===== src/rtl/mux_key_with_default_if.sv =====
`default_nettype none
// ============================================================================
// Module   : mux_key_with_default_if
// Brief    : Lookup bundle for mux_key_with_default. It carries the key, the
//            default word and the packed table, and returns the registered
//            result and the hit flag.
// Revision : 1.0 - initial release
// ============================================================================
interface mux_key_with_default_if #(
  parameter int NR_KEY   = 4,
  parameter int KEY_LEN  = 12,
  parameter int DATA_LEN = 32
) ();

  logic [KEY_LEN-1:0]                     key;
  logic [DATA_LEN-1:0]                    default_out;
  logic [NR_KEY*(KEY_LEN+DATA_LEN)-1:0]   lut;
  logic [DATA_LEN-1:0]                    out;
  logic                                   hit;

  // Requester side: supplies the key and the table, consumes the result
  modport master (
    output key,
    output default_out,
    output lut,
    input  out,
    input  hit
  );

  // Lookup side: consumes the key and the table, produces the result
  modport slave (
    input  key,
    input  default_out,
    input  lut,
    output out,
    output hit
  );

endinterface
`default_nettype wire


===== src/rtl/mux_key_with_default.sv =====
`default_nettype none
// ============================================================================
// Module   : mux_key_with_default
// Brief    : Key/data lookup multiplexer with a registered output. The lowest
//            matching table entry wins. On a miss the caller-supplied default
//            word is returned.
// Revision : 1.0 - initial release
// ============================================================================
module mux_key_with_default #(
  parameter int NR_KEY   = 4,
  parameter int KEY_LEN  = 12,
  parameter int DATA_LEN = 32
) (
  input  wire logic              clk,
  input  wire logic              rst,
  mux_key_with_default_if.slave  bus
);

  localparam int c_entry_w = KEY_LEN + DATA_LEN;

  logic [KEY_LEN-1:0]  w_key_tab  [NR_KEY];
  logic [DATA_LEN-1:0] w_data_tab [NR_KEY];
  logic [NR_KEY-1:0]   w_match;
  logic [DATA_LEN-1:0] w_sel_data;
  logic                w_sel_hit;
  logic [DATA_LEN-1:0] r_out;
  logic                r_hit;

  // Unpack each entry (key in the upper bits, data in the lower bits) and
  // compare its key against the input key using exact full-width equality
  generate
    for (genvar gi = 0; gi < NR_KEY; gi++) begin : g_entry
      assign w_key_tab[gi]  = bus.lut[gi*c_entry_w + DATA_LEN +: KEY_LEN];
      assign w_data_tab[gi] = bus.lut[gi*c_entry_w +: DATA_LEN];
      assign w_match[gi]    = (bus.key == w_key_tab[gi]);
    end
  endgenerate

  // Priority select: walk from the top index down so that the lowest matching
  // entry is written last and wins. Data is never OR-merged, so the data of a
  // non-matching entry cannot disturb the result.
  always_comb begin
    w_sel_hit  = |w_match;
    w_sel_data = bus.default_out;
    for (int i = NR_KEY - 1; i >= 0; i--) begin
      if (w_match[i]) begin
        w_sel_data = w_data_tab[i];
      end
    end
  end

  // One-cycle result register. Reset clears it at once; no pending result
  // survives a reset.
  always_ff @(posedge clk or negedge rst) begin
    if (!rst) begin
      r_out <= '0;
      r_hit <= 1'b0;
    end else begin
      r_out <= w_sel_data;
      r_hit <= w_sel_hit;
    end
  end

  assign bus.out = r_out;
  assign bus.hit = r_hit;

endmodule
`default_nettype wire


===== src/flat_wrapper.sv =====
// flat-port wrapper written by rule: the top's interface ports become plain ports
module mux_key_with_default_flat 
#(
  parameter int NR_KEY   = 4,
  parameter int KEY_LEN  = 12,
  parameter int DATA_LEN = 32
)
  (clk, rst, bus_key, bus_default_out, bus_lut, bus_out, bus_hit);
  mux_key_with_default_if #(.NR_KEY(NR_KEY), .KEY_LEN(KEY_LEN), .DATA_LEN(DATA_LEN)) bus_i ();
  input  wire logic clk;
  input  wire logic rst;
  input wire logic [$bits(bus_i.key)-1:0] bus_key;
  input wire logic [$bits(bus_i.default_out)-1:0] bus_default_out;
  input wire logic [$bits(bus_i.lut)-1:0] bus_lut;
  output wire logic [$bits(bus_i.out)-1:0] bus_out;
  output wire logic [$bits(bus_i.hit)-1:0] bus_hit;
  assign bus_i.key = bus_key;
  assign bus_i.default_out = bus_default_out;
  assign bus_i.lut = bus_lut;
  assign bus_out = bus_i.out;
  assign bus_hit = bus_i.hit;
  mux_key_with_default #(.NR_KEY(NR_KEY), .KEY_LEN(KEY_LEN), .DATA_LEN(DATA_LEN)) u_core (.clk(clk), .rst(rst), .bus(bus_i));
endmodule

===== config.mk =====
export PLATFORM = sky130hd
export DESIGN_NAME = mux_key_with_default_flat
export DESIGN_NICKNAME = d
export VERILOG_FILES = /design/src/rtl/mux_key_with_default_if.sv /design/src/rtl/mux_key_with_default.sv /design/src/flat_wrapper.sv
export SDC_FILE = /design/constraint.sdc
export NUM_CORES = 1
export LEC_CHECK = 0
export ABC_AREA = 1
export CAP_MARGIN = 20
export CELL_PAD_IN_SITES_DETAIL_PLACEMENT = 1
export CELL_PAD_IN_SITES_GLOBAL_PLACEMENT = 2
export CORE_MARGIN = 4
export CORE_UTILIZATION = 17
export CTS_CLUSTER_DIAMETER = 60
export DETAILED_ROUTE_END_ITERATION = 6
export GPL_TIMING_DRIVEN = 0
export PLACE_DENSITY_LB_ADDON = 0.1
export SYNTH_ARGS = -nofsm -noshare
export SYNTH_HDL_FRONTEND = slang
export SYNTH_SLANG_ARGS = --single-unit

===== constraint.sdc =====
create_clock -name clk -period 1.2 [get_ports clk]
set_input_delay 0.36 -clock clk [delete_from_list [all_inputs] [get_ports clk]]
set_output_delay 0.36 -clock clk [all_outputs]
set_load 0.02 [all_outputs]

==> run metrics, run 1 <==
# Max-Cap Violations 0; sum of negative setup slack -7.00 ns; most frequent cells after synthesis nand2_1, nor2_1, nand3_1; cell area after layout between 8000 and 9000 um^2; Synth area leaders dfrtp_1, nand2_1, nand3_1; LEAKAGE a little under 4 nW; fmax between 600 and 700 MHz; Post-Layout Cell Count roughly 1200; violated checks setup timing; Die ar. around 23000 um^2; Initial DRC Count 143; worst slew pin tran approximately 0.23 ns; global-route wire length before repair 33100 um; yosys warns 0; endpoints failing setup 33; Post-Synthesis Cells approximately 600; sequential share of power 0.261; post-synthesis compound-gate area fraction 0.0625; DRT antenna net count 0; adder and majority gate portion of the synthesized area 0; H-tree depth 2; synthesized area ~3600 um^2; maximum VDD drop approximately 0.42 mV; Slew Viols, Final 0; clk root buf clkbuf_16; CTS tree built; Overall Power ~4.6 mW; Slew HR 0.846; Area Growth Syn to Fin 148%; post-placement cell count about 1100; cell with the most instances after synthesis nand2_1; core footprint 20500 um^2; Post-synth top flop dfrtp_1; CP Class primary input to flop; GRT Total Usage 0.180; Post-synth EDFFs 0; top cell type by total area after synthesis dfrtp_1; Ports between 200 and 300; P per Cell Area a little over 500 nW/um^2; post-synthesis mux area share 0; routed wire length per instance roughly 19 um; switching power roughly 1.5 mW; GPL Wtd Cong around 0.80; Internal Pwr Total between 3 and 4 mW; Required @ worst endpoint between 1 and 1.5 ns; proportion of netlist area held by the largest area contributor 0.231; Final #Nets about 1100; syn_nets roughly 800; end of the critical path u_core.bus.out[13]; vias per cell 4.28; Remaining Overflow, GRT 0; final hold violation count 0; #FFs+latches synth 33; WL final 21900 um; Starting Density 0.175; clock buffer count from CTS 5; dpl hpwl 15400 um; IO buf count around 250; Arr. time, crit path ~1.7 ns; simple-gate share of the synthesized area 0.467; switch share 0.323; Cell variety after synth 26; minimum clock period between 1 and 1.5 ns; critical path launch point type primary input; Clk pin slew, worst setup/hold paths about 0.070 ns; Post-route DRC 0; dpl cell area roughly 6600 um^2; number of global-route vias before repair around 5600; largest net degree at the start of global routing 32; initial antenna violation count 2; Max Root-Sink Buffers 2; Clk network pwr share 0.301; XOR/XNOR share of the synthesized area 0.0898; final worst-path cycle share 1.22; type of the most critical hold path primary input to async pin; clock tree sinks 33; crit path launch bus_key[3]; ant diodes 0; CP Max Fanout 10; outcome finished with violations; setup repair after global routing missed its margin true; Filler cells 2369; fraction of registers with async set/reset 1.00; share of cells above drive strength 1 0.546; Comb pwr share 0.438; chip height between 150 and 200 um; sequential area share after synthesis 0.231; setup ws final -0.265 ns; DRT Pass-1 Iters 4; largest family of logic cells by synthesized area simple AND/OR/NAND/NOR gates; # rows 52; Mean Syn Cell Area between 5 and 6 um^2; via count between 5000 and 6000; Setup crit end kind flop; Chip Width 153 um
## area by class of cell
class | instances | area [um^2] | area share
clock buffer | 5 | 125 | 0.0141
sequential | 33 | 826 | 0.0928
buffer | 39 | 646 | 0.0726
inverter | 63 | 262 | 0.0294
multi-input combinational | 465 | 3540 | 0.398
clock inverter | 3 | 17.5 | 0.00197
timing repair buffer | 296 | 3140 | 0.353
tap | 270 | 338 | 0.0380
## metrics by stage
| stage | setup slack, ns | hold slack, ns | util |
|---|---|---|---|
| 4_1_cts | -0.274 | 0.388 | 0.391 |
| 6_report | -0.265 | 0.402 | 0.434 |
| 5_1_grt | -0.310 | 0.390 | 0.434 |
| 3_3_place_gp | -1.35 | 0.929 | 0.321 |
| 3_5_place_dp | -1.21 | 0.182 | 0.322 |
| 2_1_floorplan | -0.257 | 0.0644 | - |
## worst min-delay path by stage
stage | start | to | depth (start not counted)
after detailed placement | rst | u_core.bus.out[17] | 1
after global routing | rst | u_core.bus.out[17] | 2
after CTS | rst | u_core.bus.out[17] | 2
after global placement | bus_lut[30] | u_core.bus.out[30] | 3
after floorplan | rst | u_core.bus.hit | 0
final | rst | u_core.bus.out[13] | 2
## kinds of logic after synthesis
group                  after synthesis
AND/OR/NAND/NOR                    398
XOR/XNOR                            35
flip-flops                          33
AO/OA/AOI/OAI                       32
buffers and inverters              103
## power by group through the flow
stage	combinational (mW)	sequential (mW)	clock (mW)
after floorplan	0.473	1.28	0
after global placement	1.55	1.21	0
after detailed placement	1.58	1.21	0
after CTS	1.77	1.18	1.43
after global routing	2.14	1.20	1.49
final	2.00	1.19	1.38
## repair_timing
item                                   in CTS  in global routing
hold buffers                                1                  0
setup endpoints to repair                  66                 50
pin swaps                                 139                101
resized for setup                         588                249
gates cloned                               16                  4
endpoints found under the hold margin       2                  0
setup buffers                              29                  5
## cell usage in the layout (no fill, tap or decap), types with 21 or more instances in the layout
cell type / Yosys / layout
clkdlybuf4s50_1: 0 / 160
nand2_1: 173 / 83
nand2_2: 0 / 78
buf_6: 10 / 56
nand3_2: 1 / 47
nand3_1: 96 / 46
nor2_2: 3 / 44
buf_2: 14 / 41
nor2_4: 1 / 38
nor2_1: 115 / 37
inv_1: 59 / 36
dfrtp_1: 33 / 33
a21oi_2: 17 / 29
buf_12: 0 / 28
inv_2: 4 / 21
## registers in the layout, summed over array words and instances (netlist names)
signal and cells:
u_core.bus.hit 1, u_core.bus.out 32
## critical path, stage by stage
cell	delay, ns
buf_12	0.12
xnor2_2	0.14
nand2_1	0.12
nor2_2	0.18
nand3_4	0.12
buf_12	0.18
buf_12	0.15
nor2_1	0.10
nor2_1	0.07
nand2_2	0.07
a21oi_2	0.05
## metal layers
| metal | vias up | track usage | part of all wire | routed length, um |
|---|---|---|---|---|
| li1 | 2455 | - | - | - |
| met1 | 2371 | 0.230 | 0.42 | 9210 |
| met2 | 172 | 0.305 | 0.50 | 11000 |
| met3 | 19 | 0.0515 | 0.065 | 1420 |
| met4 | 4 | 0.0331 | 0.012 | 257 |
| met5 | - | 0 | 0.0018 | 40 |
Note: power is estimated with default switching activity, not from simulation.
==> run 2: changes to the inputs <==
--- a/config.mk
+++ b/config.mk
@@ -6,7 +6,7 @@
 export NUM_CORES = 1
 export LEC_CHECK = 0
 export ABC_AREA = 1
-export CAP_MARGIN = 20
+export CAP_MARGIN = 40
 export CELL_PAD_IN_SITES_DETAIL_PLACEMENT = 1
 export CELL_PAD_IN_SITES_GLOBAL_PLACEMENT = 2
 export CORE_MARGIN = 4
@@ -15,6 +15,7 @@
 export DETAILED_ROUTE_END_ITERATION = 6
 export GPL_TIMING_DRIVEN = 0
 export PLACE_DENSITY_LB_ADDON = 0.1
+export SKIP_LAST_GASP = 1
 export SYNTH_ARGS = -nofsm -noshare
 export SYNTH_HDL_FRONTEND = slang
 export SYNTH_SLANG_ARGS = --single-unit
==> constraint.sdc (replaced) <==
create_clock -name clk -period 1.8 [get_ports clk]
set_input_delay 0.54 -clock clk [delete_from_list [all_inputs] [get_ports clk]]
set_output_delay 0.54 -clock clk [all_outputs]
set_load 0.02 [all_outputs]
==> run metrics, run 2 (synthesis gave the netlist of run 1 again) <==
outcome finished clean; Max Root-Sink Buffers 2; cell area after layout ~8000 um^2; # Max-Cap Violations 0; via count a little under 5000; Crit path max-delay family buffers and inverters; number of flip-flops in the largest register 32; Die ar. between 20000 and 25000 um^2; routed wire length per instance about 18 um; LEAKAGE approximately 3.7 nW; Critical Path Slowest Stage Cell clkdlybuf4s50_1; critical path launch point type flop; endpoints failing setup 0; number of global-route vias before repair 5390; ant diodes 0; final worst-path cycle share 0.987; maximum VDD drop between 0.2 and 0.3 mV; Arr. time, crit path between 1 and 1.5 ns; dpl hpwl around 15000 um; H-tree depth 2; CP peak stage delay between 0.6 and 0.7 ns; switching power ~860 uW; DRT antenna net count 0; core footprint ~20000 um^2; minimum clock period 1.78 ns; fmax about 560 MHz; switch share 0.287; crit path launch u_core.bus.out[23]; Required @ worst endpoint ~1.3 ns; share of cells above drive strength 1 0.266; Hold WS about 0.24 ns; global-route wire length before repair 30900 um; Remaining Overflow, GRT 0; Hold Buf Count CTS 0; Post-Layout Cell Count 1171; Chip Width about 150 um; DRT Pass-1 Iters 4; type of the most critical hold path primary input to async pin; sequential share of power 0.262; Comb pwr share 0.380; Slew Viols, Final 0; Starting Density 0.175; Area Growth Syn to Fin 118%; Clk network pwr share 0.358; initial antenna violation count 1; WL final around 21000 um; Post-route DRC 0; P per Cell Area 386 nW/um^2; clock tree sinks 33; setup repair after global routing missed its margin true; Initial DRC Count between 100 and 150; dpl cell area 6400 um^2; vias per cell 4.17; most frequent cells in the layout clkdlybuf4s50_1, nand2_1, nand3_1; chip height between 150 and 200 um; Final #Nets approximately 1100; clk root buf clkbuf_16; Ports 255; # rows 52; IO buf count 246; critical path, cell by cell clkdlybuf4s50_1; Slew HR 0.620; Filler cells approximately 2500; worst slew pin tran 0.571 ns; post-placement cell count 1118; clock buffer count from CTS 5; CP Max Fanout 1; CTS tree built; GRT Total Usage 0.168; GPL Wtd Cong 0.783; worst path bufs/invs 1; Internal Pwr Total 2.15 mW; commonest non-fill, non-tap cell in the layout clkdlybuf4s50_1; Clk pin slew, worst setup/hold paths around 0.060 ns; final hold violation count 0; CP Class flop to output pin; largest net degree at the start of global routing 20; Setup crit end kind output pin
## run 2: changes by cell type in the layout (fill, tap and decap cells not counted), moves of 16 or more
cell,delta
inv_1,+20
nand2_1,+63
buf_6,-37
nand3_2,-35
buf_2,-33
buf_12,-16
nand2_2,-52
dlygate4sd2_1,+36
nor2_1,+41
nor2_4,-26
nand3_1,+37
## run 2: worst max-delay path by stage
stage                          to  slack, ns  cells past startpoint
6_report              bus_out[23]       0.02                      1
5_1_grt        u_core.bus.out[24]      -0.04                     12
4_1_cts                bus_out[2]      0.003                      1
3_5_place_dp    u_core.bus.out[7]      -0.83                      9
3_3_place_gp    u_core.bus.out[1]      -0.88                      1
2_1_floorplan  u_core.bus.out[10]       0.11                      9
## run 2: through the flow
step            util  setup WS [ns]  setup TNS, ns  total power [mW]
6_report       0.381         0.0234              0              3.01
5_1_grt        0.381        -0.0362         -0.104              3.17
4_1_cts        0.354        0.00330              0              3.00
3_5_place_dp   0.313         -0.829         -25.30              1.82
3_3_place_gp   0.311         -0.881         -54.01              1.81
2_1_floorplan      -          0.110              0              1.14
## run 2: power groups by stage
stage | clock, mW | sequential (mW) | combinational [mW]
global route | 1.14 | 0.793 | 1.24
CTS | 1.11 | 0.791 | 1.09
finish | 1.08 | 0.790 | 1.15
global placement | 0 | 0.804 | 1.00
floorplan | 0 | 0.854 | 0.289
detailed placement | 0 | 0.805 | 1.02
## run 2: final cells by class
cell class / instances / area, um^2 / share of cell area
Timing Repair Buffer: 292 / 3090 / 0.396
Multi-Input combinational cell: 466 / 2670 / 0.343
Sequential cell: 33 / 826 / 0.106
Buffer: 39 / 470 / 0.0603
Tap cell: 270 / 338 / 0.0433
Inverter: 63 / 236 / 0.0303
Clock buffer: 7 / 143 / 0.0183
Clock inverter: 1 / 30.0 / 0.00385
## run 2: repair_timing
action	CTS	global route
resized for setup	178	127
endpoints found under the setup margin	39	44
cloned	11	7
hold endpoints to repair	0	0
buffers inserted	20	8
pin swaps	67	78
## run 2: routing by layer
layer  vias to the layer above  global-route usage  wire length, um
met5                         -                   0               13
met4                         2              0.0255              142
met3                        11              0.0495             1380
met2                       161               0.289            10300
met1                      2260               0.213             9020
li1                       2446                   -                -
==> run 3: changes to the inputs <==
--- a/config.mk
+++ b/config.mk
@@ -6,11 +6,12 @@
 export NUM_CORES = 1
 export LEC_CHECK = 0
 export ABC_AREA = 1
-export CAP_MARGIN = 40
+export CAP_MARGIN = 20
 export CELL_PAD_IN_SITES_DETAIL_PLACEMENT = 1
 export CELL_PAD_IN_SITES_GLOBAL_PLACEMENT = 2
 export CORE_MARGIN = 4
-export CORE_UTILIZATION = 17
+export CORE_UTILIZATION = 18
+export CTS_BUF_LIST = sky130_fd_sc_hd__clkbuf_4
 export CTS_CLUSTER_DIAMETER = 60
 export DETAILED_ROUTE_END_ITERATION = 6
 export GPL_TIMING_DRIVEN = 0
==> run metrics, run 3 (synthesis gave the netlist of run 1 again) <==
clk root buf clkbuf_4; GRT Total Usage 0.170; dpl cell area 6390 um^2; commonest non-fill, non-tap cell in the layout clkdlybuf4s50_1; Required @ worst endpoint approximately 2.1 ns; Setup crit end kind flop; Critical Path Most Common Cell nand2_1; number of flip-flops in the largest register 32; H-tree depth 2; Arr. time, crit path about 2 ns; # Max-Cap Violations 0; sum of negative setup slack 0 ns; chip height about 150 um; Area Growth Syn to Fin 110%; Critical Path Slowest Stage Cell clkdlybuf4s50_1; most frequent cells in the layout clkdlybuf4s50_1, nand2_1, nand3_1; IO buf count between 200 and 250; initial antenna violation count 3; largest net degree at the start of global routing 32; cell area after layout approximately 7500 um^2; worst slew pin tran around 0.3 ns; Slew HR 0.800; via count about 4900; Hold WS ~0.46 ns; # rows slightly above 50; global-route wire length before repair 29200 um; number of global-route vias before repair ~5300; dpl hpwl 15100 um; DRT Pass-1 Iters 4; final hold violation count 0; setup repair after global routing missed its margin true; DRT antenna net count 0; critical path launch point type primary input; final worst-path cycle share 0.961; clock tree sinks 33; Die ar. between 20000 and 25000 um^2; CTS tree built; GPL Wtd Cong between 0.7 and 0.8; type of the most critical hold path primary input to async pin; Starting Density 0.183; Max Root-Sink Buffers 2; CP Class primary input to flop; Crit path max-delay family buffers and inverters; Filler cells approximately 2400; outcome finished clean; share of cells above drive strength 1 0.216; Clk pin slew, worst setup/hold paths ~0.13 ns; fmax 578 MHz; endpoints failing setup 0; LEAKAGE roughly 3.7 nW; Ports about 260; Slew Viols, Final 0; CP Max Fanout 6; maximum VDD drop 0.226 mV; core footprint ~20000 um^2; routed wire length per instance around 18 um; WL final approximately 20000 um; Post-route DRC 0; dpl ws -0.815 ns; worst path bufs/invs 4; clock buffer count from CTS 5; Initial DRC Count 130; critical path, cell by cell clkdlybuf4s50_1 -> xnor2_1 -> nand2_1 -> nor2_4 -> nand4_4 -> buf_8 -> clkbuf_16 -> nand2_1 -> inv_1 -> a21oi_2; vias per cell ~4.2; Chip Width ~150 um; setup ws final ~0.070 ns; P per Cell Area around 330 nW/um^2; minimum clock period 1.73 ns; Final #Nets 1109; Remaining Overflow, GRT 0; CP peak stage delay between 0.4 and 0.5 ns
run 3: changes by cell type in the layout (fill, tap and decap cells not counted), sizes merged:
cell / change
clkdlybuf4s50: -10
dlygate4sd3: +1
diode: +2
buf: -22
dlymetal6s2s: +20
nand3: -1
clkdlybuf4s15: -9
clkinv: +1
dlygate4sd2: +7
run 3: metal layers:
| metal | global-route usage | routed length [um] |
|---|---|---|
| met5 | 0 | 8 |
| met1 | 0.208 | 8530 |
| met2 | 0.299 | 10100 |
| met4 | 0.0320 | 196 |
| met3 | 0.0483 | 1470 |
run 3: through the flow:
step | instances | total power [mW] | util
after floorplan | 601 | 1.14 | -
after global placement | 1112 | 1.80 | 0.327
after detailed placement | 1113 | 1.82 | 0.327
after CTS | 1143 | 2.51 | 0.349
after global routing | 1155 | 2.65 | 0.385
final | 1155 | 2.50 | 0.385
run 3: path summary, 6_finish.rpt:
path,from,end,slack (ns),depth (start not counted)
worst max-delay path,bus_lut[39],u_core.bus.out[11],0.07,10
worst min-delay path,rst,u_core.bus.out[14],0.46,2
max in group asynchronous,rst,u_core.bus.out[29],0.92,3
min in group clk,bus_lut[30],u_core.bus.out[30],0.70,3
run 3: final cells by class:
cell class / instances / area (um^2) / area share
repair buffers: 280 / 2990 / 0.398
multi-input cells: 465 / 2550 / 0.340
flip-flops and latches: 33 / 826 / 0.110
plain buffers: 39 / 495 / 0.0659
well taps: 265 / 332 / 0.0441
inverters: 63 / 236 / 0.0315
clock buffers: 6 / 45.0 / 0.00600
clock inverters: 2 / 33.8 / 0.00450
diodes: 2 / 5.00 / 0.000666
run 3: power by group:
| part | internal [mW] | total [mW] | switching [mW] |
|---|---|---|---|
| Clock | 0.304 | 0.651 | 0.346 |
| Sequential | 0.778 | 0.787 | 0.00908 |
| Combinational | 0.624 | 1.06 | 0.441 |
run 3: timing repair:
action | CTS | global route
gates resized for setup | 100 | 150
gates cloned | 6 | 10
pin swaps | 23 | 57
buffers inserted | 15 | 1
setup endpoints to repair | 66 | 32
hold endpoints to repair | 2 | 0
hold buffers | 1 | 0
